`src/rtl/vga_pkg.sv`:
```
// Shared types, default 640x480@60 timing and total-count helpers for the VGA scan generator.
package vga_pkg;

  typedef logic [9:0] coord_t;

  typedef struct packed {
    logic [7:0] r;
    logic [7:0] g;
    logic [7:0] b;
  } rgb_t;

  localparam int unsigned COORD_RANGE = 1024;

  localparam int unsigned DEF_H_VISIBLE = 640;
  localparam int unsigned DEF_H_FRONT   = 16;
  localparam int unsigned DEF_H_SYNC    = 96;
  localparam int unsigned DEF_H_BACK    = 48;
  localparam int unsigned DEF_V_VISIBLE = 480;
  localparam int unsigned DEF_V_FRONT   = 10;
  localparam int unsigned DEF_V_SYNC    = 2;
  localparam int unsigned DEF_V_BACK    = 33;
  localparam int unsigned DEF_CLK_DIV   = 2;

  function automatic int unsigned h_total(input int unsigned visible, input int unsigned front,
                                          input int unsigned sync, input int unsigned back);
    return visible + front + sync + back;
  endfunction

  function automatic int unsigned v_total(input int unsigned visible, input int unsigned front,
                                          input int unsigned sync, input int unsigned back);
    return visible + front + sync + back;
  endfunction

endpackage

```
`src/rtl/vga_pix_enable.sv`:
```
// Pixel-rate divider: one pix_ce pulse every CLK_DIV clocks and a 50% duty pixel clock
// that rises mid-pixel.
module vga_pix_enable #(
  parameter int unsigned CLK_DIV = 2
) (
  input  logic i_clk,
  input  logic i_reset,
  output logic o_pix_ce,
  output logic o_vga_clk
);

  localparam int unsigned DW = (CLK_DIV > 2) ? $clog2(CLK_DIV) : 1;
  localparam logic [DW-1:0] DIV_LAST = DW'(CLK_DIV - 1);
  localparam logic [DW-1:0] DIV_HALF = DW'(CLK_DIV / 2);

  logic [DW-1:0] r_div_cnt;

  always_ff @(posedge i_clk) begin
    if (i_reset) begin
      r_div_cnt <= '0;
    end else if (r_div_cnt == DIV_LAST) begin
      r_div_cnt <= '0;
    end else begin
      r_div_cnt <= r_div_cnt + 1'b1;
    end
  end

  assign o_pix_ce  = (r_div_cnt == DIV_LAST);
  assign o_vga_clk = (r_div_cnt >= DIV_HALF);

endmodule

```
`src/rtl/vga_scan_generator.sv`:
```
// Raster timing source: scan counters, sync/blank decode and blank-gated colour to the DAC.
// Define VGA_RGB_REG_EN to register colour and delay HS/VS/BLANK_N by one pixel period.
module vga_scan_generator
  import vga_pkg::*;
#(
  parameter int unsigned H_VISIBLE = DEF_H_VISIBLE,
  parameter int unsigned H_FRONT   = DEF_H_FRONT,
  parameter int unsigned H_SYNC    = DEF_H_SYNC,
  parameter int unsigned H_BACK    = DEF_H_BACK,
  parameter int unsigned V_VISIBLE = DEF_V_VISIBLE,
  parameter int unsigned V_FRONT   = DEF_V_FRONT,
  parameter int unsigned V_SYNC    = DEF_V_SYNC,
  parameter int unsigned V_BACK    = DEF_V_BACK,
  parameter int unsigned CLK_DIV   = DEF_CLK_DIV
) (
  input  logic       Clk,
  input  logic       Reset,
  input  logic [7:0] Red,
  input  logic [7:0] Green,
  input  logic [7:0] Blue,
  output logic [9:0] DrawX,
  output logic [9:0] DrawY,
  output logic       VGA_CLK,
  output logic       VGA_HS,
  output logic       VGA_VS,
  output logic       VGA_BLANK_N,
  output logic       VGA_SYNC_N,
  output logic [7:0] VGA_R,
  output logic [7:0] VGA_G,
  output logic [7:0] VGA_B,
  output logic       frame_start
);

  localparam int unsigned H_TOTAL = h_total(H_VISIBLE, H_FRONT, H_SYNC, H_BACK);
  localparam int unsigned V_TOTAL = v_total(V_VISIBLE, V_FRONT, V_SYNC, V_BACK);

  if (H_TOTAL > COORD_RANGE) begin : g_h_total_check
    $error("H_TOTAL exceeds the 10-bit coordinate range");
  end
  if (V_TOTAL > COORD_RANGE) begin : g_v_total_check
    $error("V_TOTAL exceeds the 10-bit coordinate range");
  end
  if ((CLK_DIV < 2) || ((CLK_DIV % 2) != 0)) begin : g_clk_div_check
    $error("CLK_DIV must be even and at least 2");
  end

  localparam coord_t H_LAST   = coord_t'(H_TOTAL - 1);
  localparam coord_t V_LAST   = coord_t'(V_TOTAL - 1);
  localparam coord_t V_VBLANK = coord_t'(V_VISIBLE);

  // Sync windows compared at 32 bits so an end bound of exactly 1024 cannot wrap.
  localparam int unsigned HS_START = H_VISIBLE + H_FRONT;
  localparam int unsigned HS_END   = H_VISIBLE + H_FRONT + H_SYNC;
  localparam int unsigned VS_START = V_VISIBLE + V_FRONT;
  localparam int unsigned VS_END   = V_VISIBLE + V_FRONT + V_SYNC;

  logic   w_pix_ce;
  coord_t r_hc;
  coord_t r_vc;
  coord_t w_hc_d;
  coord_t w_vc_d;
  logic   w_hs_active;
  logic   w_vs_active;
  logic   w_visible;
  logic   r_hs;
  logic   r_vs;
  logic   r_blank_n;
  logic   r_frame_start;
  rgb_t   w_rgb_in;
  rgb_t   w_rgb_out;

  vga_pix_enable #(
    .CLK_DIV (CLK_DIV)
  ) u_pix_enable (
    .i_clk     (Clk),
    .i_reset   (Reset),
    .o_pix_ce  (w_pix_ce),
    .o_vga_clk (VGA_CLK)
  );

  always_comb begin
    w_hc_d = r_hc;
    w_vc_d = r_vc;
    if (w_pix_ce) begin
      if (r_hc == H_LAST) begin
        w_hc_d = '0;
        w_vc_d = (r_vc == V_LAST) ? '0 : r_vc + 1'b1;
      end else begin
        w_hc_d = r_hc + 1'b1;
      end
    end
  end

  // Decoded from next-state counters so the registered flags line up with DrawX/DrawY.
  always_comb begin
    w_hs_active = (32'(w_hc_d) >= HS_START) && (32'(w_hc_d) < HS_END);
    w_vs_active = (32'(w_vc_d) >= VS_START) && (32'(w_vc_d) < VS_END);
    w_visible   = (32'(w_hc_d) < H_VISIBLE) && (32'(w_vc_d) < V_VISIBLE);
  end

  always_ff @(posedge Clk) begin
    if (Reset) begin
      r_hc          <= '0;
      r_vc          <= '0;
      r_hs          <= 1'b1;
      r_vs          <= 1'b1;
      r_blank_n     <= 1'b0;
      r_frame_start <= 1'b0;
    end else begin
      r_hc          <= w_hc_d;
      r_vc          <= w_vc_d;
      r_hs          <= ~w_hs_active;
      r_vs          <= ~w_vs_active;
      r_blank_n     <= w_visible;
      r_frame_start <= w_pix_ce && (w_hc_d == '0) && (w_vc_d == V_VBLANK);
    end
  end

  assign DrawX       = r_hc;
  assign DrawY       = r_vc;
  assign frame_start = r_frame_start;
  assign VGA_SYNC_N  = 1'b0;
  assign w_rgb_in    = '{r: Red, g: Green, b: Blue};

`ifdef VGA_RGB_REG_EN
  rgb_t r_rgb;
  logic r_hs_dly;
  logic r_vs_dly;
  logic r_blank_n_dly;

  // Colour for the pixel just finished is captured as the counters step, so every pin is
  // one pixel period behind DrawX/DrawY but mutually aligned.
  always_ff @(posedge Clk) begin
    if (Reset) begin
      r_rgb         <= '0;
      r_hs_dly      <= 1'b1;
      r_vs_dly      <= 1'b1;
      r_blank_n_dly <= 1'b0;
    end else if (w_pix_ce) begin
      r_rgb         <= w_rgb_in;
      r_hs_dly      <= r_hs;
      r_vs_dly      <= r_vs;
      r_blank_n_dly <= r_blank_n;
    end
  end

  assign VGA_HS      = r_hs_dly;
  assign VGA_VS      = r_vs_dly;
  assign VGA_BLANK_N = r_blank_n_dly;
  assign w_rgb_out   = r_blank_n_dly ? r_rgb : '0;
`else
  assign VGA_HS      = r_hs;
  assign VGA_VS      = r_vs;
  assign VGA_BLANK_N = r_blank_n;
  assign w_rgb_out   = r_blank_n ? w_rgb_in : '0;
`endif

  assign VGA_R = w_rgb_out.r;
  assign VGA_G = w_rgb_out.g;
  assign VGA_B = w_rgb_out.b;

endmodule
```
`config.mk`:
```
export PLATFORM = sky130hd
export DESIGN_NAME = vga_scan_generator
export DESIGN_NICKNAME = d
export VERILOG_FILES = /design/src/rtl/vga_pkg.sv /design/src/rtl/vga_pix_enable.sv /design/src/rtl/vga_scan_generator.sv
export SDC_FILE = /design/constraint.sdc
export NUM_CORES = 1
export LEC_CHECK = 0
export ABC_AREA = 1
export CORE_MARGIN = 3
export CORE_UTILIZATION = 38
export DETAILED_ROUTE_END_ITERATION = 10
export PLACE_DENSITY = 0.88
export SYNTH_ARGS = -nofsm -noshare
export SYNTH_HDL_FRONTEND = slang
export SYNTH_SLANG_ARGS = --single-unit
export TNS_END_PERCENT = 1
```
`constraint.sdc`:
```
create_clock -name Clk -period 1.7 [get_ports Clk]
set_clock_uncertainty 0.2 [all_clocks]
set_input_delay 0.255 -clock Clk [delete_from_list [all_inputs] [get_ports Clk]]
set_output_delay 0.255 -clock Clk [all_outputs]
set_load 0.02 [all_outputs]
```
==> impl_metrics.csv <==
group,metric,value,unit
outcome,run_status,"finished, violations left",
outcome,violations_in_the_final_reports,"negative setup slack",
clock_network,cts_tree,"yes",
sta,layout_worst_path_cycle_share,116,%
clock_network,cts-hold-fix-buffers,0,
hold_path,min_path_type,"flip-flop to flip-flop",
global_routing,globalRouteTotalUtil,24.0,%
detailed_routing,wl_met2,3620,um
final_layout,layout_commonest_cell,"sky130_fd_sc_hd__nand2_1",
sta,max_freq,508,MHz
logic_synthesis,syn_nets,321,
detailed_routing,drt-total-wl,7100,um
clock_network,cts-htree-levels,1,
sta,fin_worst_hold_slack,0.418,ns
logic_synthesis,number_of_unique_standard_cell_types_used_by_synthesis,27,
logic_synthesis,share_of_flip_flops_with_an_asynchronous_set_or_reset,0,%
worst_setup_path,crit_family,"simple AND/OR/NAND/NOR gates",
detailed_routing,drcViolationCount,0,
worst_setup_path,crit_path_frequent_cell,"sky130_fd_sc_hd__nand2_2",
detailed_routing,highest_metal_used,"met4",
die,fp.dieW,72.7,um
final_layout,layout_common_cells,"84 x sky130_fd_sc_hd__nand2_1, 58 x sky130_fd_sc_hd__buf_4, 53 x sky130_fd_sc_hd__inv_1",
worst_setup_path,crit_chain,"ha_4 > inv_1 > nor3_2 > nand2_1 > nor2_4 > nand2_2 > nand2_2 > nand2_2 > inv_2 > nand3_1 > nand2_1 > inv_1",
placed_design,dp_hpwl,4770,um
global_routing,via_count_of_the_first_global_routing_pass,2215,
sta,finalSetupTns,-1.39,ns
logic_synthesis,syn_avg_cell_area,5.80,sq um
global_routing,grt_antenna_before_repair,0,
die,fp.dieH,72.7,um
worst_setup_path,endpoint_kind,"flip-flop",
power_and_ir_drop,cellLeakagePower,0.00175,uW
power_and_ir_drop,worst_ir_drop_vdd,286,uV
detailed_routing,route.antenna.remaining_nets,0,
power_and_ir_drop,p_per_area,430,nW/um^2
placed_design,gp_congestion,0.886,
worst_setup_path,crit_type,"flip-flop to flip-flop",
clock_network,clkSlewWorstSetupHoldPaths,0.09,ns
final_layout,diodes,0,
worst_setup_path,timing.critical_path.slowest_cell_delay,0.39,ns
placed_design,io_buffer_count,74,
global_routing,grt_pass1_wl,9990,um
sta,period_minus_slack,1.97,ns
flow_run,max_cap_viol_count,0,
logic_synthesis,dominantRegCellSynth,"sky130_fd_sc_hd__dfxtp_1",
die,die-area,5290,sq um
global_routing,globalRouteOverflowTotal,0,
clock_network,tritoncts_num_sinks,25,
logic_synthesis,synth.cell_area,1690,sq um
worst_setup_path,crit_slowest_cell,"sky130_fd_sc_hd__dfxtp_2",
final_layout,areaGrowthSynthToFinish,79.4,%
clock_network,clk-insertion-delay-late,0.29,ns
sta,worst_slack,-0.269,ns
worst_setup_path,cp-start-kind,"flip-flop",
logic_synthesis,synth_edf_count,0,
logic_synthesis,synth.ff_latch_count,25,
final_layout,nets,450,
clock_network,num_cts_buffers,3,
worst_setup_path,req_time_crit_path,1.69,ns
logic_synthesis,synth_sequential_area_ratio,29.6,%
logic_synthesis,synthesis.yosys.warnings,0,
worst_setup_path,critPathBufInv,3,
final_layout,fillCellCount,297,
worst_setup_path,cp_data_arrival_time,1.96,ns
worst_setup_path,worst-path-max-fanout,4,
placed_design,place.detailed.instances,465,
detailed_routing,detailedRoute.firstIterationViolations,177,
placed_design,dp_slack,-0.247,ns
die,floorplan.io_pins,76,
final_layout,multi_input_gate_area_in_the_final_layout,1120,sq um
final_layout,register_area,518,sq um
clock_network,clockBufferDepth,2,
sta,grt_setup_unrepaired,"true",
detailed_routing,post_drt_wl_per_cell,15.1,um
global_routing,grt_start_max_net_pins,26,
detailed_routing,viasPerCell,5.01,
detailed_routing,route.met3.wl,528,um
detailed_routing,number_of_iterations_in_the_first_detailed_routing_pass,6,
final_layout,layout.cells.non_filler,470,
clock_network,cts-root-buf,"sky130_fd_sc_hd__clkbuf_8",
sta,drv_slew,0,
sta,final-setup-viol-count,11,
detailed_routing,m1WireLength,2640,um
die,starting_density_of_the_core,40.9,%
logic_synthesis,post_synth_inst_count,292,
final_layout,final_layout_size_suffix_gt1_share,37.4,%
detailed_routing,dr_total_vias,2353,
sta,final_hold_vio_count,0,
die,fp-row-count,23,
die,core_area,4140,sq um
==> cells in the mapped netlist, types with 2 or more instances <==
master                     instances  share of area (%)
sky130_fd_sc_hd__a21oi_1           2               0.59
sky130_fd_sc_hd__clkbuf_1          4               0.89
sky130_fd_sc_hd__dfxtp_1          25                 30
sky130_fd_sc_hd__ha_1              3                2.2
sky130_fd_sc_hd__inv_1            57                 13
sky130_fd_sc_hd__inv_2             6                1.3
sky130_fd_sc_hd__nand2_1          94                 21
sky130_fd_sc_hd__nand2_2           4                1.5
sky130_fd_sc_hd__nand3_1          21                6.2
sky130_fd_sc_hd__nand3_2           3                1.8
sky130_fd_sc_hd__nand4_1           4                1.5
sky130_fd_sc_hd__nor2_1           41                9.1
sky130_fd_sc_hd__nor2_2            4                1.5
sky130_fd_sc_hd__nor3_1            2               0.59
sky130_fd_sc_hd__o21ai_0           6                1.8
sky130_fd_sc_hd__o21ai_2           2                1.0
sky130_fd_sc_hd__xor2_1            4                2.1
==> cell type report <==
class | instances | area share [%]
Multi-Input combinational cell | 196 | 36.9
Clock buffer | 3 | 1.36
Clock inverter | 1 | 0.165
Timing Repair Buffer | 131 | 34.4
Inverter | 64 | 8.03
Sequential cell | 25 | 17.1
Tap cell | 50 | 2.06
==> stage by stage <==
| step | total power, uW | util, % | instance area (sq um) |
|---|---|---|---|
| finish | 1310 | 73.3 | 3040 |
| global route | 1350 | 73.3 | 3040 |
| CTS | 1290 | 70.6 | 2930 |
| detailed placement | 956 | 70.4 | 2920 |
| global placement | 948 | 70.4 | 2920 |
| floorplan | 761 | - | 1720 |
==> state kept, by name, indices dropped and copies added (netlist names) <==
| register | flops |
|---|---|
| DrawX | 10 |
| VGA_HS | 1 |
| VGA_BLANK_N | 1 |
| frame_start | 1 |
| u_pix_enable.o_pix_ce | 1 |
| VGA_VS | 1 |
| DrawY | 10 |
==> final timing paths <==
path / start / to / slack, ns / cells past startpoint
hold reg to reg: DrawY[6] / DrawY[6] / 0.42 / 2
setup / recovery: DrawY[0] / VGA_BLANK_N / -0.27 / 12
setup reg to reg: DrawY[0] / VGA_BLANK_N / -0.27 / 12
hold / removal: DrawY[6] / DrawY[6] / 0.42 / 2
==> layer usage <==
layer	GRT usage, %	vias to the layer above
li1	-	1119
met1	27.9	1062
met2	43.7	140
met3	4.13	32
met4	8.20	0
met5	0	-
==> worst register-to-register path: cells and delay by family, from the launching register on <==
| kind | cells | cell delay, ns |
|---|---|---|
| AND/OR/NAND/NOR | 8 | 0.95 |
| flip-flops | 1 | 0.39 |
| buffers and inverters | 3 | 0.18 |
| adder cells (fa/ha/maj) | 1 | 0.15 |
==> cells by family after synthesis <==
logic type | after synthesis | synth area share [%]
other cells | 1 | 0.222
compound gates | 10 | 3.40
fa+ha+maj | 3 | 2.22
xor+xnor | 4 | 2.07
buf+inv | 71 | 16.5
flops | 25 | 29.6
simple gates | 178 | 46.0
==> report_power, final <==
group          switching, uW  internal [uW]  total [uW]
combinational            171            148         318
sequential              11.2            596         607
clock                    216            165         382
==> timing repair <==
action | in CTS | in global routing
pin swaps | 1 | 14
endpoints found under the setup margin | 56 | 42
gates resized for setup | 62 | 93
setup buffers | 0 | 1
(Power assumes the default switching activity.)
